$ cat src/rtl/mux_pkg.sv
// Shared types for the round-robin select arbiter.
// Holds the select type, FSM state enum and channel count.
package mux_pkg;

    localparam int NUM_CH = 4;

    typedef logic [1:0] sel_t;

    typedef enum logic [1:0] {
        ST_IDLE  = 2'd0,
        ST_OFFER = 2'd1,
        ST_HOLD  = 2'd2
    } arb_state_t;

endpackage

$ cat src/rtl/rr_sel_arbiter_pick.sv
// Rotating-priority search: first set request above last, with wrap.
// Purely combinational; any flags that at least one request is set.
module rr_pick
    import mux_pkg::*;
(
    input  logic [NUM_CH-1:0] req,
    input  sel_t              last,
    output sel_t              winner,
    output logic              any
);

    sel_t w_idx;
    logic w_found;

    always_comb begin
        winner  = '0;
        any     = |req;
        w_found = 1'b0;
        w_idx   = '0;
        for (int i = 1; i <= NUM_CH; i++) begin
            w_idx = sel_t'(last + sel_t'(i));
            if (!w_found && req[w_idx]) begin
                winner  = w_idx;
                w_found = 1'b1;
            end
        end
    end

endmodule

$ cat src/rtl/rr_sel_arbiter.sv
// Round-robin arbiter producing a registered 4:1 mux select with
// valid/ready handshake and a post-accept hold window.
module rr_sel_arbiter
    import mux_pkg::*;
#(
    parameter int HOLD_CYCLES = 4
) (
    input  logic              clk,
    input  logic              rst,
    input  logic [NUM_CH-1:0] req,
    input  logic              sel_ready,
    output logic [1:0]        sel,
    output logic              sel_valid,
    output logic [NUM_CH-1:0] grant,
    output logic              busy
);

    localparam logic [7:0] HOLD_M1 = 8'(HOLD_CYCLES - 1);

    arb_state_t        r_state;
    sel_t              r_sel;
    sel_t              r_last;
    logic [7:0]        r_cnt;
    logic              r_valid;
    logic              r_busy;
    logic [NUM_CH-1:0] r_grant;

    sel_t w_winner;
    logic w_any;

    rr_pick u_pick (
        .req    (req),
        .last   (r_last),
        .winner (w_winner),
        .any    (w_any)
    );

    always_ff @(posedge clk) begin
        if (rst) begin
            r_state <= ST_IDLE;
            r_sel   <= '0;
            r_last  <= 2'd3;
            r_cnt   <= '0;
            r_valid <= 1'b0;
            r_busy  <= 1'b0;
            r_grant <= '0;
        end else begin
            unique case (r_state)
                ST_IDLE: begin
                    if (w_any) begin
                        r_sel   <= w_winner;
                        r_grant <= NUM_CH'(1) << w_winner;
                        r_valid <= 1'b1;
                        r_busy  <= 1'b1;
                        r_state <= ST_OFFER;
                    end
                end
                ST_OFFER: begin
                    // offer is never retracted; only the handshake ends it
                    if (sel_ready) begin
                        r_last  <= r_sel;
                        r_cnt   <= HOLD_M1;
                        r_valid <= 1'b0;
                        r_state <= ST_HOLD;
                    end
                end
                ST_HOLD: begin
                    if (r_cnt == 8'd0) begin
                        r_grant <= '0;
                        r_busy  <= 1'b0;
                        r_state <= ST_IDLE;
                    end else begin
                        r_cnt <= r_cnt - 8'd1;
                    end
                end
                default: begin
                    r_state <= ST_IDLE;
                    r_valid <= 1'b0;
                    r_busy  <= 1'b0;
                    r_grant <= '0;
                end
            endcase
        end
    end

    assign sel       = r_sel;
    assign sel_valid = r_valid;
    assign grant     = r_grant;
    assign busy      = r_busy;

endmodule

$ cat config.mk
export PLATFORM = sky130hd
export DESIGN_NAME = rr_sel_arbiter
export DESIGN_NICKNAME = d
export VERILOG_FILES = /design/src/rtl/mux_pkg.sv /design/src/rtl/rr_sel_arbiter_pick.sv /design/src/rtl/rr_sel_arbiter.sv
export SDC_FILE = /design/constraint.sdc
export NUM_CORES = 1
export LEC_CHECK = 0
export ABC_CLOCK_PERIOD_IN_PS = 3400
export CORE_MARGIN = 8
export CORE_UTILIZATION = 30
export CTS_BUF_LIST = sky130_fd_sc_hd__clkbuf_4
export CTS_CLUSTER_DIAMETER = 50
export DETAILED_ROUTE_END_ITERATION = 16
export HOLD_SLACK_MARGIN = 0.06
export PLACE_DENSITY_LB_ADDON = 0.08
export SLEW_MARGIN = 20
export SYNTH_ARGS = -nofsm -noshare
export SYNTH_HDL_FRONTEND = slang
export SYNTH_HIERARCHICAL = 1
export SYNTH_SLANG_ARGS = --single-unit
$ cat constraint.sdc
create_clock -name clk -period 3.4 [get_ports clk]
set_clock_uncertainty 0.05 [all_clocks]
set_input_delay 0.68 -clock clk [delete_from_list [all_inputs] [get_ports clk]]
set_output_delay 0.68 -clock clk [all_outputs]
set_load 0.05 [all_outputs]
* After elaboration in Yosys (flattened, before gate mapping)
Cells that the tools add are included.
Operators by class: magnitude comparators 4, mux-type cells 30, bitwise operators 2, reductions and logical operators 16, shift operators 1, $add $sub $neg 4, equal/unequal tests 6
Operator list (number):
- $mux 8 | 2
- $pmux 8 s2 | 1
- $mux 2 | 7
- $lt 2x3->1 const B | 4
- $pmux 4 s3 | 1
- $reduce_and 3->1 | 4
- $mux 1 | 10
- $bmux 1 s2 | 4
- $logic_not 8->1 | 1
- $mux 4 | 2
- $sub 8x1->8 const B | 1
- $ne 2x2->1 const B | 3
- $pmux 1 s3 | 2
- $pmux 2 s3 | 1
- $add 2x2->2 const B | 2
- $reduce_and 2->1 | 2
- $reduce_or 4->1 | 1
- $shl 1x2->4 const A | 1
- $logic_and 1x1->1 | 3
- $logic_not 1->1 | 3
- $add 2x1->2 const B | 1
- $eq 2x1->1 const B | 1
- $eq 2x2->1 const B | 1
- $logic_not 2->1 | 1
- 3 further kinds | 4
Word-level totals: register bits after elaboration 20, output and inout port bits 8, input bits 7

* Longest topological paths before layout
Gate-level depths: netlist of the first run.
word-level depth 16, mapped depth 7

* Cells and area by module
Netlist of the first run, hierarchy kept.
By module, submodules not included:
- rr_sel_arbiter | times used 1, cells an instance 101, seq. area each 400.4 µm², area an instance 889.6 µm²
- rr_pick | times used 1, cells an instance 14, seq. area each 0.0 µm², area an instance 81.3 µm²

* Worst setup path before layout of the first run
No wires, ideal clock.
path kind input-to-reg, start input port sel_ready, end register r_cnt[5], arrival 1.728 ns, stages on the path 6, data required time 3.292 ns, setup time 0.058 ns, path slack 1.564 ns, cell sequence and3b_1 > clkbuf_1 > or2_2 > clkbuf_1 > a211oi_1 > a31o_2
On the way: word-level cells in the longest chain between the ends 2
Ends and longest elaborated chain:
- start, declared | line rr_sel_arbiter.sv:11 | input logic sel_ready,
- $ne 2x2->1 (no line)
- $reduce_and 3->1 (no line)
- end signal, assigned | line rr_sel_arbiter.sv:73 | r_cnt <= r_cnt - 8'd1;
- end, declared | line rr_sel_arbiter.sv:23 | logic [7:0] r_cnt;
Every way passes these cells. A chain may end at the register's enable or synchronous reset.

* Final worst setup path of the first run
start register r_sel[0], in the netlist sel[0], end output port sel[0]
RTL lines:
- start, declared | line rr_sel_arbiter.sv:21 | sel_t r_sel;
- start signal, assigned | line rr_sel_arbiter.sv:51 | r_sel <= w_winner;
- end, declared | line rr_sel_arbiter.sv:12 | output logic [1:0] sel,
No word-level cell between the ends.

==> impl_metrics.csv, run 1 <==
group,metric,value,unit
synth,synth_flop_cell,"dfxtp_1",
placed_design,dp_hpwl,1650,um
floorplanning,start_util,0.315,
layout,nNetsFinal,138,
layout,register_area,400,um2
setup_path,slowest_stage,"clkdlybuf4s50_1",
sta,period_needed,2210,ps
sta,rsz0062_at_grt,"false",
synth,synth_xor_area_frac,0.0361,
clocking,htreeDepth,1,
synth,synth.yosys.seq_area_share,0.412,
clocking,ctsHoldBuffers,0,
layout,antenna_cells,0,
layout,synthToLayoutAreaGrowth,20.6,%
synth,synth-async-reset-ratio,0,
setup_path,worstPathCellList,"clkdlybuf4s50_1",
clocking,post_cts_buffers,0,
synth,synth_area,971,um2
synth,syn_inst,115,
synth,synth-adder-area-share,0.0258,
synth,ys_warn_count,6,
route,first_iter_violations,30,
synth,yosysUniqueCellTypes,35,
grt,grt_pass1_wl,3750,um
layout,final-instance-count-excl-fill,172,
sta,finalSetupTns,0,ps
placed_design,placedCellCount,168,
clocking,ctsResizeCount,0,
synth,syn_nets,124,
pwr,leakage,0.435,nW
hold_path,hold_path_class,"register to register",
route,routed_wire_length_per_instance,12.4,um
synth,yosys.area_share.simple,0.245,
route,wl,2130,um
grt,overflow,0,
synth,synth_edf_count,0,
setup_path,cp_max_fo,3,
clocking,insertion_delay,290,ps
clocking,clockRootBuffer,"clkbuf_4",
setup_path,startpoint_type,"register",
pwr,peakVddDrop,153,uV
floorplanning,ios,15,
sta,finalHoldViolCount,0,
grt,antenna_found_initial,0,
sta,slew_headroom,0.610,
synth,avgSynthCellArea,8.44,um2
sta,finalCritPeriodShare,0.650,
synth,synth_top_family_by_area,"simple AND/OR/NAND/NOR gates",
synth,synth_top_area_share,0.412,
clocking,clock-sinks,20,
layout,multi_input_area,531,um2
synth,yosysMostFrequentCell,"dfxtp_1",
setup_path,critPathKind,"register to output pin",
grt,grt_pass1_vias,827,
layout,finish.utilization,0.380,
grt,grt_usage,0.0891,
placed_design,numPortBuffers,14,
clocking,cts.path.max_buffers,2,
layout,drive_gt1_frac,0.0703,
sta,max_freq,0.452,GHz
clocking,cts_tree,"done",
setup_path,cpLargestDelayFamily,"buffers and inverters",
route,drc,0,
setup_path,critPathMaxStageDelay,820,ps
synth,ys_ff_latch,20,
floorplanning,die_area,5310,um2
clocking,clk_pin_slew,100,ps
grt,grt_max_degree,15,
synth,synth_area_leaders,"dfxtp_1 (41%), a21oi_1 (6.2%), nor2_1 (5.4%), a211oi_1 (3.9%), nand2_1 (3.9%)",
setup_path,cp-end-kind,"output pin",
synth,synth.area.mux_share,0.0103,
setup_path,worst-path-buf-inv,1,
synth,synth_largest_area_cell,"dfxtp_1",
floorplanning,placementRows,20,
sta,slew_violations,0,
synth,synth-compound-area-share,0.229,
floorplanning,die_w,72.9,um
setup_path,crit_arrival,1480,ps
route,drt_pass1_iterations,4,
route,postRouteAntennaNets,0,
sta,setup_viol,0,
route,via_count,828,
clocking,numCtsBuffers,3,
floorplanning,core_area,3080,um2
route,vias_per_cell,4.81,
pwr,powerDensity,451,nW/um2
run,cap_violations,0,
setup_path,worstPathRequired,2670,ps
layout,fillerInstances,345,
floorplanning,die_h,72.9,um
outcome,status,"completed",
synth,ys_top_cells_by_count,"dfxtp_1 (20), nor2_1 (14), a21oi_1 (12)",
sta,worst_pin_slew,583,ps
placed_design,gp_congestion,0.756,
==> through the flow <==
stage / setup WS, ps / hold WS [ps] / area [um2] / total power [mW]
floorplan: 1560 / 419 / 971 / 0.380
global placement: 1090 / 398 / 1140 / 0.426
detailed placement: 1010 / 397 / 1140 / 0.425
CTS: 1160 / 414 / 1170 / 0.541
global route: 1120 / 461 / 1170 / 0.571
finish: 1190 / 412 / 1170 / 0.529
==> where the power goes <==
part	switching [mW]	internal [mW]	leakage, nW
clock	0.0676	0.0426	0.0154
sequential	0.0174	0.252	0.164
combinational	0.0894	0.0593	0.255
total	0.174	0.354	0.435
==> registers in the layout, summed over array words and instances (netlist names) <==
| register | cells |
|---|---|
| r_cnt | 8 |
| grant | 4 |
| r_last | 2 |
| r_state | 2 |
| sel | 2 |
| busy | 1 |
| sel_valid | 1 |
==> kinds of logic after synthesis <==
family                     Yosys count
muxes                                1
DFF                                 20
buffers and inverters               10
xor gates and xnor gates             4
AOI/OAI and AO/OA                   32
and+or+nand+nor                     46
adders and majority gates            2
==> placed cells by master (no fill, tap or decap), types with 4 or more instances in the layout <==
master,count
a211oi_1,5
a21oi_1,12
clkdlybuf4s50_1,14
dfxtp_1,20
inv_1,5
nand2_1,10
nor2_1,14
nor2b_1,4
nor3_1,4
==> final timing paths <==
kind | startpoint | end | slack [ps] | depth (start not counted)
max | sel[0]$_SDFFE_PP0P_ | sel[0] | 1190 | 1
min | sel_valid$_SDFFE_PP0P_ | sel_valid$_SDFFE_PP0P_ | 410 | 2
max reg2reg | r_cnt[0]$_SDFFE_PP0P_ | grant[1]$_SDFFE_PP0P_ | 1490 | 6
min reg2reg | sel_valid$_SDFFE_PP0P_ | sel_valid$_SDFFE_PP0P_ | 410 | 2
==> per-layer routing <==
layer	up-vias	track usage	wire (um)
met5	-	0	0
li1	435	-	-
met2	12	0.150	959
met4	0	0.0400	15
met1	379	0.101	1040
met3	2	0.0247	118
==> final cells by class <==
class	count	share of cell area
multi-input cells	85	0.453
flip-flops and latches	20	0.342
repair buffers	14	0.120
well taps	44	0.0470
clock buffers	3	0.0192
inverters	5	0.0160
clock inverters	1	0.00321
No activity file was read; power rests on OpenSTA's default activity.
==> run 2, diff against run 1 <==
- ABC_CLOCK_PERIOD_IN_PS: 3400 -> 2100
- clock period: 3.4 -> 2.1 ns (I/O delays scaled with it)
==> impl_metrics.csv, run 2 (synthesis gave the netlist of run 1 again) <==
group,metric,value,unit
grt,overflow,0,
layout,largest_reg_flops,8,
route,postRouteAntennaNets,0,
pwr,peakVddDrop,297,uV
layout,nNetsFinal,140,
layout,layout_common_cells,"dfxtp_1 (20), nor2_1 (14), clkdlybuf4s50_1 (14), a21oi_1 (12), nand2_1 (10)",
setup_path,worstPathCellList,"clkdlybuf4s50_1",
placed_design,gp_congestion,0.728,
setup_path,slowest_stage,"clkdlybuf4s50_1",
floorplanning,placementRows,20,
clocking,numCtsBuffers,3,
floorplanning,start_util,0.315,
route,routed_wire_length_per_instance,12.7,um
setup_path,reg2reg_depth,6,
route,wl,2190,um
layout,synthToLayoutAreaGrowth,22.8,%
sta,setup_viol,0,
route,drt_pass1_iterations,4,
setup_path,critPathMaxStageDelay,820,ps
sta,finalHoldViolCount,0,
sta,max_freq,0.510,GHz
grt,antenna_found_initial,0,
placed_design,placed_cell_area,1160,um2
grt,grt_pass1_wl,3780,um
setup_path,reg2reg_from,"r_cnt[0]$_SDFFE_PP0P_",
layout,regMostFlops,"r_cnt",
setup_path,worstPathRequired,1630,ps
setup_path,cp-end-kind,"output pin",
sta,worst_pin_slew,513,ps
layout,design_area,1190,um2
setup_path,startpoint_type,"register",
sta,period_needed,1960,ps
floorplanning,core_area,3080,um2
clocking,clk_pin_slew,110,ps
grt,grt_pass1_vias,835,
sta,slew_violations,0,
pwr,leakage,0.447,nW
pwr,p_total,0.868,mW
clocking,cts.path.max_buffers,2,
floorplanning,die_h,72.9,um
hold_path,hold_path_class,"register to register",
sta,finalCritPeriodShare,0.933,
run,cap_violations,0,
clocking,clockRootBuffer,"clkbuf_4",
clocking,clock-sinks,20,
route,first_iter_violations,40,
route,via_count,845,
layout,layout_commonest_cell,"dfxtp_1",
layout,drive_gt1_frac,0.101,
setup_path,cp_max_fo,3,
setup_path,critPathKind,"register to output pin",
route,vias_per_cell,4.88,
floorplanning,ios,15,
clocking,cts_tree,"done",
sta,rsz0062_at_grt,"false",
outcome,status,"completed",
setup_path,r2r_setup_slack,300,ps
hold_path,hp-start,"sel_valid$_SDFFE_PP0P_",
floorplanning,die_area,5310,um2
placed_design,dp_hpwl,1710,um
setup_path,worst-path-buf-inv,1,
layout,antenna_cells,0,
setup_path,cpLargestDelayFamily,"buffers and inverters",
clocking,htreeDepth,1,
placed_design,numPortBuffers,14,
floorplanning,die_w,72.9,um
hold_path,hold_end,"sel_valid$_SDFFE_PP0P_",
clocking,insertion_delay,290,ps
setup_path,r2r-end,"r_cnt[5]$_SDFFE_PP0P_",
setup_path,crit_arrival,1490,ps
sta,whs,414,ps
grt,grt_max_degree,14,
grt,grt_usage,0.0894,
hold_path,min_path_cells,2,
pwr,powerDensity,728,nW/um2
route,drc,0,
sta,slew_headroom,0.655,
run 2: cell count changes in the layout (fill, tap and decap cells not counted):
| cell | change |
|---|---|
| a211oi_1 | -1 |
| a211oi_2 | +1 |
| buf_4 | +2 |
| clkinv_1 | -1 |
| nor3b_1 | -1 |
| nor3b_2 | +1 |
run 2: stage by stage:
stage,setup TNS (ps),instances,utilization,setup slack (ps)
4_1_cts,0,173,0.384,110
3_5_place_dp,-24.9,170,0.377,-13.0
5_1_grt,0,173,0.387,53.1
3_3_place_gp,0,170,0.377,30.0
6_report,0,173,0.387,140
2_1_floorplan,0,115,-,444
run 2: where the power goes:
part / total [mW] / switching, mW / internal (mW)
Combinational: 0.250 / 0.149 / 0.101
Clock: 0.180 / 0.114 / 0.0667
Sequential: 0.437 / 0.0291 / 0.408
run 2: cell type report:
type / count / area, um2
Timing Repair Buffer: 16 / 155
Multi-Input combinational cell: 85 / 541
Inverter: 5 / 18.8
Sequential cell: 20 / 400
Clock buffer: 3 / 22.5
Fill cell: 342 / 1890
Tap cell: 44 / 55.1
run 2: metal layers:
| metal | vias to the layer above | wire [um] | GRT usage |
|---|---|---|---|
| met5 | - | 0 | 0 |
| met4 | 0 | 13 | 0.0400 |
| met3 | 2 | 158 | 0.0288 |
| met2 | 21 | 990 | 0.148 |
| met1 | 384 | 1030 | 0.102 |
| li1 | 438 | - | - |
run 2: worst max-delay path by stage:
stage                          start                     to  slack (ps)  cells after the start
6_report         sel[0]$_SDFFE_PP0P_                 sel[0]         140                      1
5_1_grt          sel[0]$_SDFFE_PP0P_                 sel[0]          50                      1
3_5_place_dp                  req[3]  grant[1]$_SDFFE_PP0P_         -10                      6
4_1_cts          sel[0]$_SDFFE_PP0P_                 sel[0]         110                      1
2_1_floorplan  r_cnt[0]$_SDFFE_PP0P_  grant[0]$_SDFFE_PP0P_         440                      6
3_3_place_gp                  req[3]  grant[0]$_SDFFE_PP0P_          30                      6
run 2: worst min-delay path: cells and delay by family, from the launching register on:
kind / cells / cell delay (ps)
AOI/OAI and AO/OA: 1 / 50
DFF: 1 / 330
and+or+nand+nor: 1 / 50
run 2: timing repair:
action,CTS,global route
resized for setup,0,2
hold buffers,0,0
endpoints found under the setup margin,0,7
hold endpoints to repair,0,0
buffers inserted,0,0
==> run 3, diff against run 2 <==
- CELL_PAD_IN_SITES_DETAIL_PLACEMENT: unset -> 1
- CELL_PAD_IN_SITES_GLOBAL_PLACEMENT: unset -> 2
- CTS_CLUSTER_DIAMETER: 50 -> 200
==> impl_metrics.csv, run 3 (synthesis gave the netlist of run 1 again) <==
group,metric,value,unit
outcome,status,"completed",
sta,period_needed,1970,ps
floorplanning,core_area,3080,um2
setup_path,worstPathCellList,"clkdlybuf4s50_1",
sta,setup_ws,128,ps
sta,whs,422,ps
layout,largest_reg_flops,8,
route,drc,0,
setup_path,cp_max_fo,3,
pwr,p_total,0.896,mW
sta,max_freq,0.507,GHz
placed_design,placed_cell_area,1190,um2
layout,layout_common_cells,"dfxtp_1 (20), nor2_1 (14), clkdlybuf4s50_1 (14), a21oi_1 (12), nand2_1 (10)",
floorplanning,start_util,0.315,
route,drt_pass1_iterations,4,
floorplanning,ios,15,
layout,synthToLayoutAreaGrowth,25.8,%
grt,grt_usage,0.105,
route,met3_wirelength,120,um
setup_path,slowest_stage,"clkdlybuf4s50_1",
grt,grt_pass1_wl,4370,um
grt,grt_max_degree,14,
sta,slew_headroom,0.594,
setup_path,crit_arrival,1500,ps
route,routed_wire_length_per_instance,14.3,um
sta,finalSetupTns,0,ps
placed_design,gp_congestion,0.767,
sta,slew_violations,0,
clocking,cts.path.max_buffers,2,
floorplanning,die_area,5310,um2
setup_path,critPathKind,"register to output pin",
grt,overflow,0,
clocking,cts_tree,"done",
pwr,clock_power_share,0.213,
route,met1_length,1260,um
pwr,p_int,0.588,mW
sta,finalHoldViolCount,0,
pwr,powerDensity,733,nW/um2
route,postRouteAntennaNets,0,
setup_path,worst-path-buf-inv,1,
run,cap_violations,0,
layout,final-instance-count-excl-fill,178,
pwr,peakVddDrop,288,uV
layout,fillerInstances,369,
layout,antenna_cells,0,
floorplanning,die_h,72.9,um
grt,grt_pass1_vias,909,
setup_path,startpoint_type,"register",
layout,design_area,1220,um2
sta,rsz0062_at_grt,"false",
clocking,insertion_delay,300,ps
setup_path,cpLargestDelayFamily,"buffers and inverters",
setup_path,worstPathRequired,1630,ps
pwr,power_frac_comb,0.300,
placed_design,preCtsSetupSlack,31.6,ps
layout,layout_commonest_cell,"dfxtp_1",
setup_path,critPathMaxStageDelay,830,ps
layout,drive_gt1_frac,0.119,
placed_design,placedCellCount,174,
clocking,clk_pin_slew,120,ps
layout,finish.utilization,0.397,
floorplanning,placementRows,20,
clocking,post_cts_buffers,0,
hold_path,hold_path_class,"register to register",
route,vias_per_cell,4.93,
grt,antenna_found_initial,0,
pwr,p_sw_frac,0.343,
route,first_iter_violations,60,
route,wl_met2,1150,um
placed_design,numPortBuffers,14,
layout,regMostFlops,"r_cnt",
pwr,leakage,0.467,nW
clocking,htreeDepth,1,
setup_path,cp-end-kind,"output pin",
pwr,seq_power_share,0.487,
placed_design,dp_hpwl,1990,um
sta,setup_viol,0,
sta,worst_pin_slew,604,ps
layout,nNetsFinal,144,
clocking,numCtsBuffers,3,
sta,finalCritPeriodShare,0.939,
pwr,switchingPower,0.307,mW
route,top_layer_used,"met4",
route,via_count,878,
floorplanning,die_w,72.9,um
clocking,clockRootBuffer,"clkbuf_4",
route,wl,2550,um
clocking,clock-sinks,20,
==> run 3: changes by cell type in the layout (fill, tap and decap cells not counted) <==
| cell | delta |
|---|---|
| a211oi_1 | +1 |
| a211oi_2 | -1 |
| buf_4 | +4 |
| clkinv_1 | +1 |
==> run 3: per-layer routing <==
metal	vias up	global-route usage
li1	445	-
met4	0	0.0267
met1	420	0.128
met3	2	0.0398
met2	11	0.168
met5	-	0
==> run 3: repair_timing <==
action,CTS,global route
endpoints found under the setup margin,1,0
endpoints found under the hold margin,0,0
resized for setup,1,0
hold buffers,0,0
==> run 3: power groups by stage <==
stage,combinational (mW),clock (mW),sequential (mW)
5_1_grt,0.295,0.218,0.442
3_5_place_dp,0.271,0,0.445
2_1_floorplan,0.131,0,0.485
6_report,0.268,0.191,0.436
4_1_cts,0.273,0.201,0.437
3_3_place_gp,0.265,0,0.444
==> run 3: worst paths after layout <==
check | depth (start not counted) | start | slack [ps] | endpoint
setup reg to reg | 6 | r_cnt[1]$_SDFFE_PP0P_ | 270 | grant[1]$_SDFFE_PP0P_
hold / removal | 2 | sel_valid$_SDFFE_PP0P_ | 420 | sel_valid$_SDFFE_PP0P_
setup / recovery | 1 | sel[1]$_SDFFE_PP0P_ | 130 | sel[1]
hold reg to reg | 2 | sel_valid$_SDFFE_PP0P_ | 420 | sel_valid$_SDFFE_PP0P_
==> run 3: layout make-up <==
class,count,area [um2],share of cell area
sequential,20,400,0.328
inverter,5,18.8,0.0154
multi-input combinational,85,536,0.439
clock inverter,1,3.75,0.00307
clock buffer,3,22.5,0.0184
tap,44,55.1,0.0451
timing repair buffer,20,185,0.152
==> run 3: tightest hold or removal path: cells and delay by family, from the launching register on <==
family             cells  cell delay [ps]
DFF                    1              330
and+or+nand+nor        1               50
AOI/OAI and AO/OA      1               50
==> edit 1 (flow settings as in run 2) <==
`NUM_CH`: 4 -> 3.
--- a/src/rtl/mux_pkg.sv
+++ b/src/rtl/mux_pkg.sv
@@ -4,3 +4,3 @@
 
-    localparam int NUM_CH = 4;
+    localparam int NUM_CH = 3;
 
Ports: changed (resized grant and req); port bits go from 15 to 13. The function was not compared with the original's and may differ.
==> edit 1 against run 2 <==
Cell area rose by 3.0%. Sequential cell count fell by 1. Total power rose by 16%. Wire length rose by 6.2%. Hold slack improved by 0.019 ns. Area after synthesis rose by 1.7%. Critical path depth did not move. Critical endpoint is now sel_valid. Fmax fell by 1.2%. Global-route usage rose by 0.26 points. Worst setup slack got worse by 0.024 ns.
==> edit 1: results (changes against run 2) <==
timing:
  slew_headroom_pct: 65.9  # was 65.5%
placed_design:
  port_buffers: 12  # was 14
  pre_cts_ws_ns: -0.00396  # was -0.0130 ns
  placedInstanceArea_um2: 1200  # was 1160 um^2
  dp.final_hpwl_um: 1800  # was 1710 um
  numPlacedInstances: 175  # was 170
logic_synthesis:
  synthAdderAreaFrac_pct: 2.53  # was 2.58%
  ys_seq_area_share_pct: 38.5  # was 41.2%
  synth_xor_area_share_pct: 0  # was 3.61%
  synth.distinct_cells: 45  # was 35
  synth.area.top_cells: "dfxtp_1 39%, a21oi_1 6.1%, nor2_1 4.9%, nand2_1 3.0%, ha_1 2.5%"  # was dfxtp_1 41%, a21oi_1 6.2%, nor2_1 5.4%, a211oi_1 3.9%, nand2_1 3.9%
  synthMuxAreaShare_pct: 1.01  # was 1.03%
  synth-compound-area-share_pct: 23.4  # was 22.9%
  synth_fp_nets: 120  # was 124
layout:
  num-nets-final: 142  # was 140
  drive_gt1_share_pct: 18.8  # was 10.1%
  n_fill_cell: 362  # was 342
global_routing:
  gr-usage-met1_pct: 10.8  # was 10.2%
  use_met2_pct: 15.5  # was 14.8%
  grt_max_degree: 12  # was 14
  grt_pass1_wl_um: 3880  # was 3780 um
route:
  routed_via_density: 4.76  # was 4.88
  wl_met1_um: 1100  # was 1030 um
  vias: 852  # was 845
power_and_ir_drop:
  combPwrFrac_pct: 36.8  # was 28.8%
  p_total_mw: 1.00  # was 868 uW
  p_leak_nw: 0.465  # was 0.447 nW
outcome:
  status: "completed"  # unchanged
## edit 1: changes by cell type in the layout (fill, tap and decap cells not counted), sizes merged, moves of 3 or more
cell / change
xnor2: -3
buf: +7
and2b: +3
nor3: -3
a211oi: -3
nor2b: -3
## edit 1: layout make-up
class,instances,area share [%]
repair buffers,21,15.3
inverters,7,2.14
flip-flops and latches,19,31.0
clock buffers,3,1.83
clock inverters,1,0.407
well taps,46,4.68
multi-input cells,82,44.7
## edit 1: path summary, 6_finish.rpt
kind	startpoint	endpoint	slack, ns	cells after the start
hold / removal	sel[1]$_SDFFE_PP0P_	sel[1]$_SDFFE_PP0P_	0.43	2
setup reg to reg	r_cnt[0]$_SDFFE_PP0P_	grant[1]$_SDFFE_PP0P_	0.25	7
hold reg to reg	sel[1]$_SDFFE_PP0P_	sel[1]$_SDFFE_PP0P_	0.43	2
setup / recovery	sel_valid$_SDFFE_PP0P_	sel_valid	0.12	1
==> edit 2 (config.mk and constraints of run 2) <==
Made on the original files. Make the reset (`rst`) asynchronous in one clocked block.
--- a/src/rtl/rr_sel_arbiter.sv
+++ b/src/rtl/rr_sel_arbiter.sv
@@ -37,3 +37,3 @@
 
-    always_ff @(posedge clk) begin
+    always_ff @(posedge clk or posedge rst) begin
         if (rst) begin
Formal check against the unedited RTL: differs if rst is asserted again (counterexample within 4 cycles, from zero or initial values and one cycle with rst high); with rst held inactive, the same outputs for 10 cycles.
==> edit 2 against run 2 <==
Via count decreased by 2.1%. Wire length grew 9.5%. Utilization shrank 0.35 points. Worst setup slack lost 0.046 ns. Sequential share of layout area increased by 3.0 points. Area after synthesis rose by 13%. Sequential cell count unchanged. Cell area up 15%.
Power is not compared: it rests on default switching activity, and its combinational part moved more than twofold at a synthesized area within 25%.
==> edit 2: results (changes against run 2) <==
timing:
  slew_headroom_pct: 66.5  # was 65.5%
global_routing:
  grt_max_degree: 13  # was 14
  grt_usage_pct: 8.66  # was 8.94%
  grt_pass1_wl_um: 4130  # was 3780 um
  grt_pass1_vias: 838  # was 835
logic_synthesis:
  synth.area.top_cells: "dfrtp_1 41%, mux2i_1 6.4%, mux2_2 5.1%, dfstp_2 4.8%, nand2_1 3.8%"  # was dfxtp_1 41%, a21oi_1 6.2%, nor2_1 5.4%, a211oi_1 3.9%, nand2_1 3.9%
  yosys-top-cells-count: "18 x dfrtp_1, 11 x nand2_1, 10 x inv_1, 7 x mux2i_1, 6 x nor2_1"  # was 20 x dfxtp_1, 14 x nor2_1, 12 x a21oi_1, 10 x nand2_1
  synth_fp_nets: 117  # was 124
  ys_seq_area_share_pct: 45.8  # was 41.2%
  synth_area_per_cell_um2: 10.2  # was 8.44 um^2
  synth_async_sr_flop_share_pct: 100  # was 0%
placed_design:
  numPlacedInstances: 171  # was 170
  dp.final_hpwl_um: 1760  # was 1710 um
  pre_cts_ws_ns: -0.0710  # was -0.0130 ns
  placedInstanceArea_um2: 1320  # was 1160 um^2
  gp_congestion: 0.823  # was 0.728
worst_setup_path:
  startpoint: "grant[1]$_DFFE_PP0P_"  # was sel[0]$_SDFFE_PP0P_
  r2r_slack_ns: 0.22  # was 0.30 ns
  reg2reg_from: "r_cnt[0]$_DFFE_PP0P_"  # was r_cnt[0]$_SDFFE_PP0P_
  reg2regPathDepth: 5  # was 6
  critical-path-slowest-cell: "clkdlybuf4s50_1"  # unchanged
  r2r-end: "r_cnt[0]$_DFFE_PP0P_"  # was r_cnt[5]$_SDFFE_PP0P_
  cp.arrival_ns: 1.54  # was 1.49 ns
layout:
  drive_gt1_share_pct: 18.9  # was 10.1%
  num-nets-final: 137  # was 140
route:
  drtIter0Drc: 54  # was 40
  vias: 827  # was 845
  routed_via_density: 4.73  # was 4.88
min_path:
  hold_class: "input port to asynchronous set/reset pin"  # was flip-flop to flip-flop
cts:
  clkLatencyLatePin_ns: 0.31  # was 0.29 ns
  cts.clk_slew.worst_paths_ns: 0.13  # was 0.11 ns
outcome:
  status: "completed"  # unchanged
-- edit 2: cell count changes in the layout (fill, tap and decap cells not counted), sizes merged, moves of 5 or more --
cell,delta
o22ai,+5
nor2,-8
dfxtp,-20
a21oi,-7
dfrtp,+18
mux2,+6
o211ai,+5
mux2i,+6
inv,+5
buf,+5
-- edit 2: kinds of logic (layout without fill, tap and decap cells) --
kind of cell               count (synthesis)  in the layout  synth area share (%)
adders and majority gates                  2              2                  2.28
AOI/OAI and AO/OA                         24             24                  15.9
buffers and inverters                     16             35                  6.15
muxes                                     13             13                  12.9
and+or+nand+nor                           33             33                  17.0
DFF                                       20             20                  45.8
-- edit 2: metal layers --
layer / track usage (%) / vias up / routed length [um]
met5: 0 / - / 0
met4: 3.46 / 0 / 17
met3: 2.95 / 2 / 94
met2: 12.3 / 7 / 1050
met1: 11.6 / 400 / 1240
li1: - / 418 / -
-- edit 2: worst min path at each step --
| stage | to | start | cells after the start | slack (ns) |
|---|---|---|---|---|
| detailed placement | r_cnt[5]$_DFFE_PP0P_ | r_cnt[5]$_DFFE_PP0P_ | 1 | 0.45 |
| global route | sel[0]$_DFFE_PP0P_ | rst | 2 | 0.41 |
| global placement | r_cnt[5]$_DFFE_PP0P_ | r_cnt[5]$_DFFE_PP0P_ | 1 | 0.44 |
| floorplan | busy$_DFFE_PP0P_ | rst | 1 | 0.33 |
| CTS | sel[0]$_DFFE_PP0P_ | rst | 2 | 0.38 |
| finish | sel[0]$_DFFE_PP0P_ | rst | 2 | 0.36 |
-- edit 2: per-stage QoR --
step / utilization (%) / hold slack [ns] / setup TNS, ns
global placement: 36.9 / 0.442 / -0.111
CTS: 38.4 / 0.378 / 0
global route: 38.4 / 0.415 / 0
finish: 38.4 / 0.361 / 0
detailed placement: 36.9 / 0.452 / -0.0710
floorplan: - / 0.332 / 0
-- edit 2: final cells by class --
cell class                 count  area, um^2
tap                           48        60.1
sequential                    20         503
inverter                      10        37.5
multi-input combinational     72         528
timing repair buffer          21         193
clock inverter                 1        30.0
clock buffer                   3        22.5
fill                         377        2200
-- edit 2: power by group --
group | leakage (nW) | total, mW | switching [mW] | internal, mW
logic | 0.344 | 1.06 | 0.605 | 0.457
clock network | 0.0279 | 0.331 | 0.138 | 0.193
registers | 0.248 | 0.716 | 0.157 | 0.559
total | 0.620 | 2.11 | 0.900 | 1.21
